==> config.mk <==
export PLATFORM = sky130hd
export DESIGN_NAME = jload_ctrl
export DESIGN_NICKNAME = d
export VERILOG_FILES = /design/src/rtl/jload_ctrl.sv
export SDC_FILE = /design/constraint.sdc
export NUM_CORES = 1
export LEC_CHECK = 0
export ABC_AREA = 1
export BUFFER_PORTS_ARGS = -buffer_cell sky130_fd_sc_hd__buf_2
export CORE_MARGIN = 10
export CORE_UTILIZATION = 49
export DETAILED_ROUTE_END_ITERATION = 16
export MAX_ROUTING_LAYER = met4
export PLACE_DENSITY = 0.81
export SYNTH_ARGS = -nofsm -noshare
export SYNTH_HDL_FRONTEND = slang
export SYNTH_SLANG_ARGS = --single-unit
==> constraint.sdc <==
create_clock -name clk -period 1.8 [get_ports clk]
set_input_delay 0.27 -clock clk [delete_from_list [all_inputs] [get_ports clk]]
set_output_delay 0.27 -clock clk [all_outputs]
set_load 0.02 [all_outputs]
==> src/rtl/jload_ctrl.sv <==
// Boot/load sequencer between the J serial word port and the CPU core.
// Streams 2*DEPTH words into data then instruction memory, highest address first.
//
// Ports:
//   clk, rst         clock (rising edge), async active-low reset
//   Jen, Jin         load enable and load word (one word per cycle while Jen=1)
//   Jout             Jin delayed by one cycle, every cycle
//   dmem_we, imem_we data / instruction memory write strobes
//   mem_addr         shared write address
//   mem_wdata        shared write data
//   cpu_en           CPU clock enable (0 = frozen)
//   cpu_start        one-cycle pulse on the first RUN cycle
//   busy             high in LOAD or DONE
//   load_err         sticky: Jen dropped before the image was complete
//   load_ovf         sticky: words arrived after the image was complete
module jload_ctrl #(
    parameter int DEPTH = 512,
    parameter int AW    = 9,
    parameter int DW    = 32
) (
    input  logic          clk,
    input  logic          rst,
    input  logic          Jen,
    input  logic [DW-1:0] Jin,
    output logic [DW-1:0] Jout,
    output logic          dmem_we,
    output logic          imem_we,
    output logic [AW-1:0] mem_addr,
    output logic [DW-1:0] mem_wdata,
    output logic          cpu_en,
    output logic          cpu_start,
    output logic          busy,
    output logic          load_err,
    output logic          load_ovf
);

    localparam int IW = AW + 1;

    localparam logic [2:0] S_IDLE = 3'd0;
    localparam logic [2:0] S_LOAD = 3'd1;
    localparam logic [2:0] S_DONE = 3'd2;
    localparam logic [2:0] S_RUN  = 3'd3;
    localparam logic [2:0] S_ERR  = 3'd4;

    localparam logic [IW-1:0] IDX_DEP  = IW'(DEPTH);
    localparam logic [IW-1:0] IDX_LAST = IW'(2 * DEPTH - 1);
    localparam logic [AW-1:0] ADR_TOP  = AW'(DEPTH - 1);
    localparam logic [AW-1:0] ADR_DEP  = AW'(DEPTH);

    logic [2:0]    state_q, state_d;
    logic [IW-1:0] idx_q, idx_d;
    logic          err_q, err_d;
    logic          ovf_q, ovf_d;
    logic          start_q, start_d;
    logic          dwe_q, dwe_d;
    logic          iwe_q, iwe_d;
    logic [AW-1:0] addr_q, addr_d;
    logic [DW-1:0] wdata_q, wdata_d;
    logic [DW-1:0] jout_q;

    logic          acc;
    logic [IW-1:0] widx;
    logic          dsel;
    logic [AW-1:0] off;

    always_comb begin
        state_d = state_q;
        idx_d   = idx_q;
        err_d   = err_q;
        ovf_d   = ovf_q;
        start_d = 1'b0;
        acc     = 1'b0;
        widx    = idx_q;
        case (state_q)
            S_IDLE, S_ERR, S_RUN: begin
                // Any Jen starts a fresh image at word 0.
                if (Jen) begin
                    state_d = S_LOAD;
                    acc     = 1'b1;
                    widx    = '0;
                    idx_d   = IW'(1);
                    err_d   = 1'b0;
                    ovf_d   = 1'b0;
                end
            end
            S_LOAD: begin
                if (Jen) begin
                    acc   = 1'b1;
                    idx_d = idx_q + IW'(1);
                    if (idx_q == IDX_LAST) begin
                        state_d = S_DONE;
                    end
                end else begin
                    state_d = S_ERR;
                    err_d   = 1'b1;
                end
            end
            S_DONE: begin
                if (Jen) begin
                    ovf_d = 1'b1;
                end else begin
                    state_d = S_RUN;
                    start_d = 1'b1;
                end
            end
            default: begin
                state_d = S_IDLE;
            end
        endcase
    end

    // Both halves count down from DEPTH-1; modulo-2^AW arithmetic
    // folds the instruction half back onto the same address range.
    always_comb begin
        dsel    = (widx < IDX_DEP);
        off     = widx[AW-1:0] - (dsel ? '0 : ADR_DEP);
        dwe_d   = acc & dsel;
        iwe_d   = acc & ~dsel;
        addr_d  = acc ? (ADR_TOP - off) : addr_q;
        wdata_d = acc ? Jin : wdata_q;
    end

    always_ff @(posedge clk or negedge rst) begin
        if (!rst) begin
            state_q <= S_IDLE;
            idx_q   <= '0;
            err_q   <= 1'b0;
            ovf_q   <= 1'b0;
            start_q <= 1'b0;
            dwe_q   <= 1'b0;
            iwe_q   <= 1'b0;
            addr_q  <= '0;
            wdata_q <= '0;
            jout_q  <= '0;
        end else begin
            state_q <= state_d;
            idx_q   <= idx_d;
            err_q   <= err_d;
            ovf_q   <= ovf_d;
            start_q <= start_d;
            dwe_q   <= dwe_d;
            iwe_q   <= iwe_d;
            addr_q  <= addr_d;
            wdata_q <= wdata_d;
            jout_q  <= Jin;
        end
    end

    assign Jout      = jout_q;
    assign dmem_we   = dwe_q;
    assign imem_we   = iwe_q;
    assign mem_addr  = addr_q;
    assign mem_wdata = wdata_q;
    assign cpu_en    = (state_q == S_RUN);
    assign cpu_start = start_q;
    assign busy      = (state_q == S_LOAD) | (state_q == S_DONE);
    assign load_err  = err_q;
    assign load_ovf  = ovf_q;

endmodule

==> results by stage, run 1 <==
Timing:
- Adding up every negative setup slack in the final design gives 0 ns.
- Static timing analysis puts the maximum clock frequency at approximately 0.63 GHz.
- The count of final hold-check violations is 0.
- The post-route clock skew is 0.006028 ns.
- Of the available clock period, the critical path in the final layout requires 88.04%.
- Setup repair after global routing left no endpoint under its margin.
- For the pin with the worst max-slew slack, the measured transition is 0.4246 ns.
- The worst slew margin relative to its limit is between 70 and 80%.
- Hold is met by 0.04285 ns.
- The final max-slew violation count came to 0.
- The time the final worst path needs with I/O delays and setup is around 1.6 ns.
- Setup violations remaining at the end of the flow were counted as 0.

Clock network:
- The clock edge transition at the registers on the reported setup and hold paths is 0.09 ns.
- The clock latency at the later pin of the worst-skew pair is about 0.34 ns.
- TritonCTS built the clock tree.
- The number of sinks handled by clock tree synthesis is approximately 90.
- The largest buffer count on any clock path is 2.
- In this run the post-CTS setup repair buffer count came out at 0.
- The H-tree was split into 3 levels.
- The number of gates resized after CTS was 0.
- After clock tree synthesis, the flow added hold-fix buffers numbering 1.
- The tree is rooted in a clkbuf_8.
- The number of buffers inserted during clock tree synthesis is 9.

Detailed routing:
- The count of vias placed by the detailed router is 2591.
- Dividing the detail-routed wire length by the instance count gives 14.75 um.
- The final layout contains routed wiring with a total length of between 7 and 8 mm.
- For this run, the detailed router's first-pass iteration total came to 4.
- The remaining antenna violation count is 0.
- The DRC violation count after routing is 0.
- The DRC violation total after the first TritonRoute iteration is 128.
- The detail-routed via count per cell is between 4 and 5.

Global route:
- The overall track demand over capacity in global routing is between 15 and 20%.
- The number of antenna violations at the first check in global routing is 0.
- The via count of the first global-routing pass is between 2000 and 3000.
- The largest net degree at the start of global routing is 60.
- The first global-routing pass estimated between 10 and 15 mm of wire.
- The total congestion overflow is 0.

Logic synthesis:
- The fraction of synthesized cell area in xor and xnor cells is 0%.
- Measured against the total synthesized area, the mux share comes to 0%.
- Summing the areas of all fa, ha and maj instances in the mapped netlist gives less than 1% of the synthesized area.
- Synthesis produced a netlist whose cell count is 330.
- Counting flops and latches in the post-synthesis netlist gives 91.
- In this run the cell area of the synthesized design comes to 3288 um^2.
- The average instance area after synthesis is between 9 and 10 um^2.
- The simple-gate share of the synthesized area is between 20% and 30%.
- The count of different cell masters after synthesis is 22.
- The post-synthesis net count is roughly 370.
- The number of warnings printed during yosys synthesis is 0.
- Sequential elements use around 69% of the synthesized area.
- The synthesized-area fraction occupied by ao, oa, aoi and oai cells is roughly 3.5%.
- By area, the combinational part of the netlist is dominated by simple AND/OR/NAND/NOR gates.

Floorplan:
- In this run the core area contains 29 standard-cell rows.
- Measured along the y axis, the die boundary spans just over 100 um.
- The die is 101.9 um wide.
- Once the floorplan was initialized, standard cells occupied about half of the core.
- The area of the core region is between 6000 and 7000 um^2.
- The area enclosed by the die boundary is ~10000 um^2.
- The number of primary I/O pins is about 120.

Cells and area:
- The fraction of the core area covered by cells at the end of the flow is between 60% and 70%.
- In the layout the commonest cells are 139 x nand2_1, 113 x buf_2, 91 x dfrtp_1, 30 x inv_1.
- The synthesis-to-finish area growth is 26.22%.
- The share of post-route cells with drive strength above 1 is between 30% and 40%.
- The library cell used most frequently in the layout, excluding fill and tap cells, is nand2_1.
- The filler cells instantiated in the layout total between 500 and 600.
- The number of nets in the layout is about 490.
- The repair_antennas step left the layout with diodes totalling 0.

Power and ir drop:
- The power consumption is approximately 6200 uW.
- The leakage power summed over all cells is 0.002248 uW.
- IR analysis of the VDD net gives a maximum drop of 0.0008976 V.
- The power per cell area is 1485 nW/um^2.

Setup path:
- The startpoint kind of the worst setup timing path is a flop.
- The classification of the worst setup path is flop to output pin.
- The length in cells of the worst reg-to-reg path is 8.
- The reg-to-reg startpoint is idx_q[0].
- The critical path required time is around 1.5 ns.
- The endpoint kind of the worst setup timing path is an output pin.
- The reg-to-reg endpoint is state_q[1].
- Setup slack on the worst reg-to-reg path comes out at between 0.3 and 0.4 ns.
- The startpoint of the most critical setup path is state_q[2].
- For the worst setup path, the data arrival time is around 1.3 ns.
- The capture point of the critical path is busy.
- Of all nets on the critical path, the largest fanout is 6.

Place:
- The placer congestion estimate is between 0.8 and 0.9.
- The count of input and output buffers is between 100 and 150.
- After legalization and detailed placement, the total HPWL measured between 6 and 7 mm.

Min path:
- Along the worst hold path, the cell count comes to 1.
- The tightest min-delay check is of the primary input to flop type.

Status:
- The run finished with clean final reports.

Flow run:
- The count of maximum capacitance violations is 0.
flip-flops by register name, summed over array words and instances, names as in the netlist:
name	cells
idx_q	10
imem_we	1
mem_addr	9
state_q	3
load_err	1
load_ovf	1
dmem_we	1
cpu_start	1
mem_wdata	32
Jout	32
report_power, final:
part | switching (uW) | total (uW) | internal (uW)
Sequential | 269 | 2770 | 2500
Combinational | 1490 | 2150 | 654
Clock | 698 | 1240 | 546
cells by family after synthesis:
kind of cell | after synthesis
compound gates | 21
fa+ha+maj | 1
buf+inv | 41
flops | 91
simple gates | 176
synth_stat cells:
library cell	instances	area share, %
nand2_1	139	16
dfrtp_1	91	69
inv_1	30	3.4
nand3_1	12	1.8
nor2_1	12	1.4
o22ai_1	7	1.3
o21ai_0	6	0.91
a21oi_1	5	0.76
buf_2	4	0.61
nand4_1	4	0.76
nor3_1	4	0.61
clkbuf_1	3	0.34
inv_2	2	0.23
nor2_2	2	0.38
o21ai_1	2	0.30
a31oi_1	1	0.19
buf_4	1	0.23
buf_6	1	0.34
ha_1	1	0.38
nand3b_1	1	0.23
nor2_4	1	0.34
nor3_2	1	0.30
critical path, cell delays in order (launching register included):
cell and delay (ns):
dfrtp_1 0.42, inv_1 0.10, nand3_1 0.17, nand2_1 0.11, buf_2 0.17
metrics by stage:
step / instance area (um^2) / instances / setup slack [ns]
finish: 4150 / 534 / 0.2153
global route: 4150 / 534 / 0.09677
CTS: 4150 / 534 / 0.1950
detailed placement: 3965 / 518 / 0.3938
global placement: 3965 / 518 / 0.4517
floorplan: 3288 / 330 / 0.5505
routing by layer:
metal / global-route usage, % / wire length, um
met5: - / 0
met4: 5.857 / 57
met3: 6.545 / 738
met2: 25.89 / 3778
met1: 18.71 / 3305
final cells by class:
cell class / count / area, um^2 / area share [%]
multi-input cells: 198 / 840.8 / 20.26
clock inverters: 4 / 33.78 / 0.8140
flip-flops and latches: 91 / 2277 / 54.87
clock buffers: 11 / 141.4 / 3.407
repair buffers: 121 / 640.6 / 15.44
inverters: 32 / 120.1 / 2.894
well taps: 77 / 96.34 / 2.321
worst min path at each step:
| stage | end | slack, ns | start |
|---|---|---|---|
| floorplan | Jout[0] | -0.03 | rst |
| global placement | Jout[24] | 0.23 | rst |
| detailed placement | mem_wdata[24] | 0.24 | rst |
| CTS | Jout[1] | 0.03 | Jin[1] |
| global route | Jout[14] | 0.02 | Jin[14] |
| finish | Jout[1] | 0.04 | Jin[1] |
Note: power is estimated with default switching activity, not from simulation.
==> inputs of run 2 (changes only) <==
--- a/config.mk
+++ b/config.mk
@@ -8,10 +8,10 @@
 export ABC_AREA = 1
 export BUFFER_PORTS_ARGS = -buffer_cell sky130_fd_sc_hd__buf_2
 export CORE_MARGIN = 10
-export CORE_UTILIZATION = 49
+export CORE_UTILIZATION = 53
 export DETAILED_ROUTE_END_ITERATION = 16
 export MAX_ROUTING_LAYER = met4
-export PLACE_DENSITY = 0.81
+export PLACE_DENSITY = 0.86
 export SYNTH_ARGS = -nofsm -noshare
 export SYNTH_HDL_FRONTEND = slang
 export SYNTH_SLANG_ARGS = --single-unit
==> constraint.sdc (replaced) <==
create_clock -name clk -period 2 [get_ports clk]
set_input_delay 0.3 -clock clk [delete_from_list [all_inputs] [get_ports clk]]
set_output_delay 0.3 -clock clk [all_outputs]
set_load 0.02 [all_outputs]
==> run 2 against run 1 <==
Net effect:
- clock-buffer cell count up 1
- sequential share of layout area shrank 0.31 points
- first-iteration DRC count decreased by 17%
- power down 8.1%
- cell area up 0.57%
- global-route usage increased by 0.30 points
- critical endpoint is now mem_wdata[8]
==> results by stage, run 2 (synthesis results as in run 1) <==
Place:
- In this run the cell area measured after placement is 3963 um^2.
- Routability-driven placement finished with a final weighted congestion of 0.8926.
- Prior to clock tree synthesis, the placed netlist has a worst setup slack of between 0.3 and 0.4 ns.
- Detailed placement ended at an HPWL of approximately 5.9 mm.
- Port buffering added 114 buffers.

Floorplan:
- In this run the standard cell core region covers a little under 6000 um^2.
- The number of primary I/O pins is roughly 120.
- The initial core utilization is between 50% and 60%.
- Row generation in the floorplan step produced 28 rows.
- Measured along the y axis, the die boundary spans 98.77 um.
- Measured along the x axis, the die boundary spans 98.77 um.
- The area enclosed by the die boundary is ~9800 um^2.

Setup path:
- On the critical path, the stage with the largest delay is an instance of dfrtp_1.
- The critical path starts at state_q[0].
- The endpoint kind of the worst setup timing path is a flop.
- The cell that appears most often on the critical path is nand2_1.
- At the worst endpoint, the required time is approximately 2.2 ns.
- The startpoint kind of the worst setup timing path is a flop.
- The largest stage delay on the critical path is between 0.4 and 0.5 ns.
- The largest fanout of any net on the critical path is 17.
- The classification of the worst setup path is flop to flop.
- The worst register-to-register path begins at state_q[0].
- Data on the critical path arrives at its endpoint at about 1.9 ns.
- The critical path goes through inv_2 -> nand2_1 -> nand3_1 -> buf_4 -> nand2_1 -> nand2_1.

Power and ir drop:
- The leakage power summed over all cells is 0.002260 uW.
- The maximum vdd ir drop is 0.0008304 V.
- The power consumption is roughly 5700 uW.
- The power per cell area is approximately 1400 nW/um^2.

Min path:
- The worst min-delay path class is primary input to flop.
- The startpoint of the tightest hold check path is Jin[13].

Timing:
- The routed design could run at a clock period as short as about 1.6 ns.
- For the final routed database, the setup TNS stands at 0 ns.
- The final max-slew violation count is 0.
- The slew of the pin with the lowest slew margin is about 0.58 ns.
- After layout, the worst setup slack is between 0.3 and 0.4 ns.
- The worst slew margin relative to its limit is around three fifths.
- The post-route clock skew is ~0.0074 ns.
- The worst path uses between 80% and 90% of the clock period.
- Across all hold checks on the routed design, the worst slack comes to between 0.06 and 0.07 ns.
- Timing would allow up to ~0.61 GHz.
- The count of final hold-check violations is 0.
- Setup repair after global routing left no endpoint under its margin.
- The final-report setup violation count is 0.

Clock network:
- The number of sinks handled by clock tree synthesis is 91.
- The total number of H-tree levels is 3.
- The root buffer cell chosen for the clock tree is clkbuf_8.
- The largest buffer count on any clock path is 2.
- TritonCTS built the clock tree.
- The number of buffers inserted during clock tree synthesis is 9.
- The number of setup buffers added after CTS is 0.
- After clock tree synthesis, the clock-pin slew on the worst setup and hold paths is 0.08 ns.
- The clock latency at the later pin of the worst-skew pair is between 0.3 and 0.4 ns.

Cells and area:
- Leaving out fill and tap cells, the most frequent cells in the layout are 139 x nand2_1, 113 x buf_2, 91 x dfrtp_1, 30 x inv_1.
- Compared with the post-synthesis result, the final layout area differs by 26.94%.
- The commonest non-fill, non-tap cell in the layout is nand2_1.
- The number of diodes added for antenna fixing is 0.
- The final non-filler cell area is between 4000 and 5000 um^2.
- The final layout contains about 500 nets.
- The share of post-route cells with drive strength above 1 is between 30 and 40%.

Detailed routing:
- The wire length per cell after detailed routing is between 10 and 15 um.
- Dividing the detail-routed via count by the number of cells gives approximately 5.
- After detailed routing, the total wire length is a little under 8 mm.
- The DRC violation count after routing is 0.
- The routed layout has approximately 2600 vias.
- For this block, the initial DRC count from the detailed router was ~110.
- Before antenna repair, the detailed router went through 4 iterations.
- In this run the remaining antenna-violating nets after routing total 0.

Flow run:
- Across the run, the number of max-cap violations was 0.

Global route:
- The via count of the first global-routing pass came to 2682.
- The first global-routing pass estimated roughly 13 mm of wire.
- The number of antenna violations at the first check in global routing is 0.
- The overall track demand over capacity in global routing is between 15 and 20%.
- The largest net degree at the start of global routing is between 50 and 60.
- Summed over all layers, the global routing overflow is 0.

Status:
- The run finished with clean final reports.
[run 2: cell count changes in the layout (fill, tap and decap cells not counted), sizes merged]
cell    previous run  this run
clkbuf            11        12
clkinv             1         0
inv               34        33
bufinv             0         1
[run 2: power breakdown]
group / switching (uW) / internal, uW / leakage (uW)
Combinational: 1330 / 582 / 0.00107
Clock: 603 / 644 / 0.0000991
Sequential: 249 / 2250 / 0.00109
Total: 2180 / 3480 / 0.00226
[run 2: path summary, 6_finish.rpt]
check,depth (start not counted),end,slack [ns]
max in group asynchronous,3,Jout[16],1.10
hold / removal,1,Jout[13],0.06
min in group asynchronous,2,imem_we,0.36
hold reg to reg,2,mem_wdata[26],0.48
setup reg to reg,6,mem_wdata[8],0.37
setup / recovery,6,mem_wdata[8],0.37
[run 2: per-layer routing]
| metal | wire length (um) | vias to the layer above | global-route usage (%) | part of all wire [%] |
|---|---|---|---|---|
| li1 | - | 1263 | - | - |
| met1 | 3501 | 1230 | 21.44 | 45 |
| met2 | 3632 | 95 | 24.35 | 47 |
| met3 | 593 | 8 | 5.936 | 7.6 |
| met4 | 68 | 0 | 5.292 | 0.87 |
| met5 | 0 | - | - | 0 |
[run 2: final cells by class]
class	instances	area [um^2]
Timing Repair Buffer	121	640.6
Fill cell	463	1782
Clock buffer	12	155.1
Inverter	32	120.1
Clock inverter	3	46.29
Tap cell	75	93.84
Sequential cell	91	2277
Multi-Input combinational cell	198	840.8
[run 2: timing repair]
action | 4_1_cts | 5_1_grt
hold buffers | 1 | 0
hold endpoints to repair | 15 | 0
resized for setup | 0 | 0
[run 2: critical path: cells and delay by family (launching register included)]
kind,cells,cell delay (ns)
buf+inv,2,0.44
simple gates,4,0.62
flops,1,0.44
[run 2: per-stage QoR]
| stage | util (%) | std cells |
|---|---|---|
| finish | 70.08 | 532 |
| floorplan | - | 330 |
| CTS | 70.08 | 532 |
| detailed placement | 66.53 | 516 |
| global route | 70.08 | 532 |
| global placement | 66.53 | 516 |
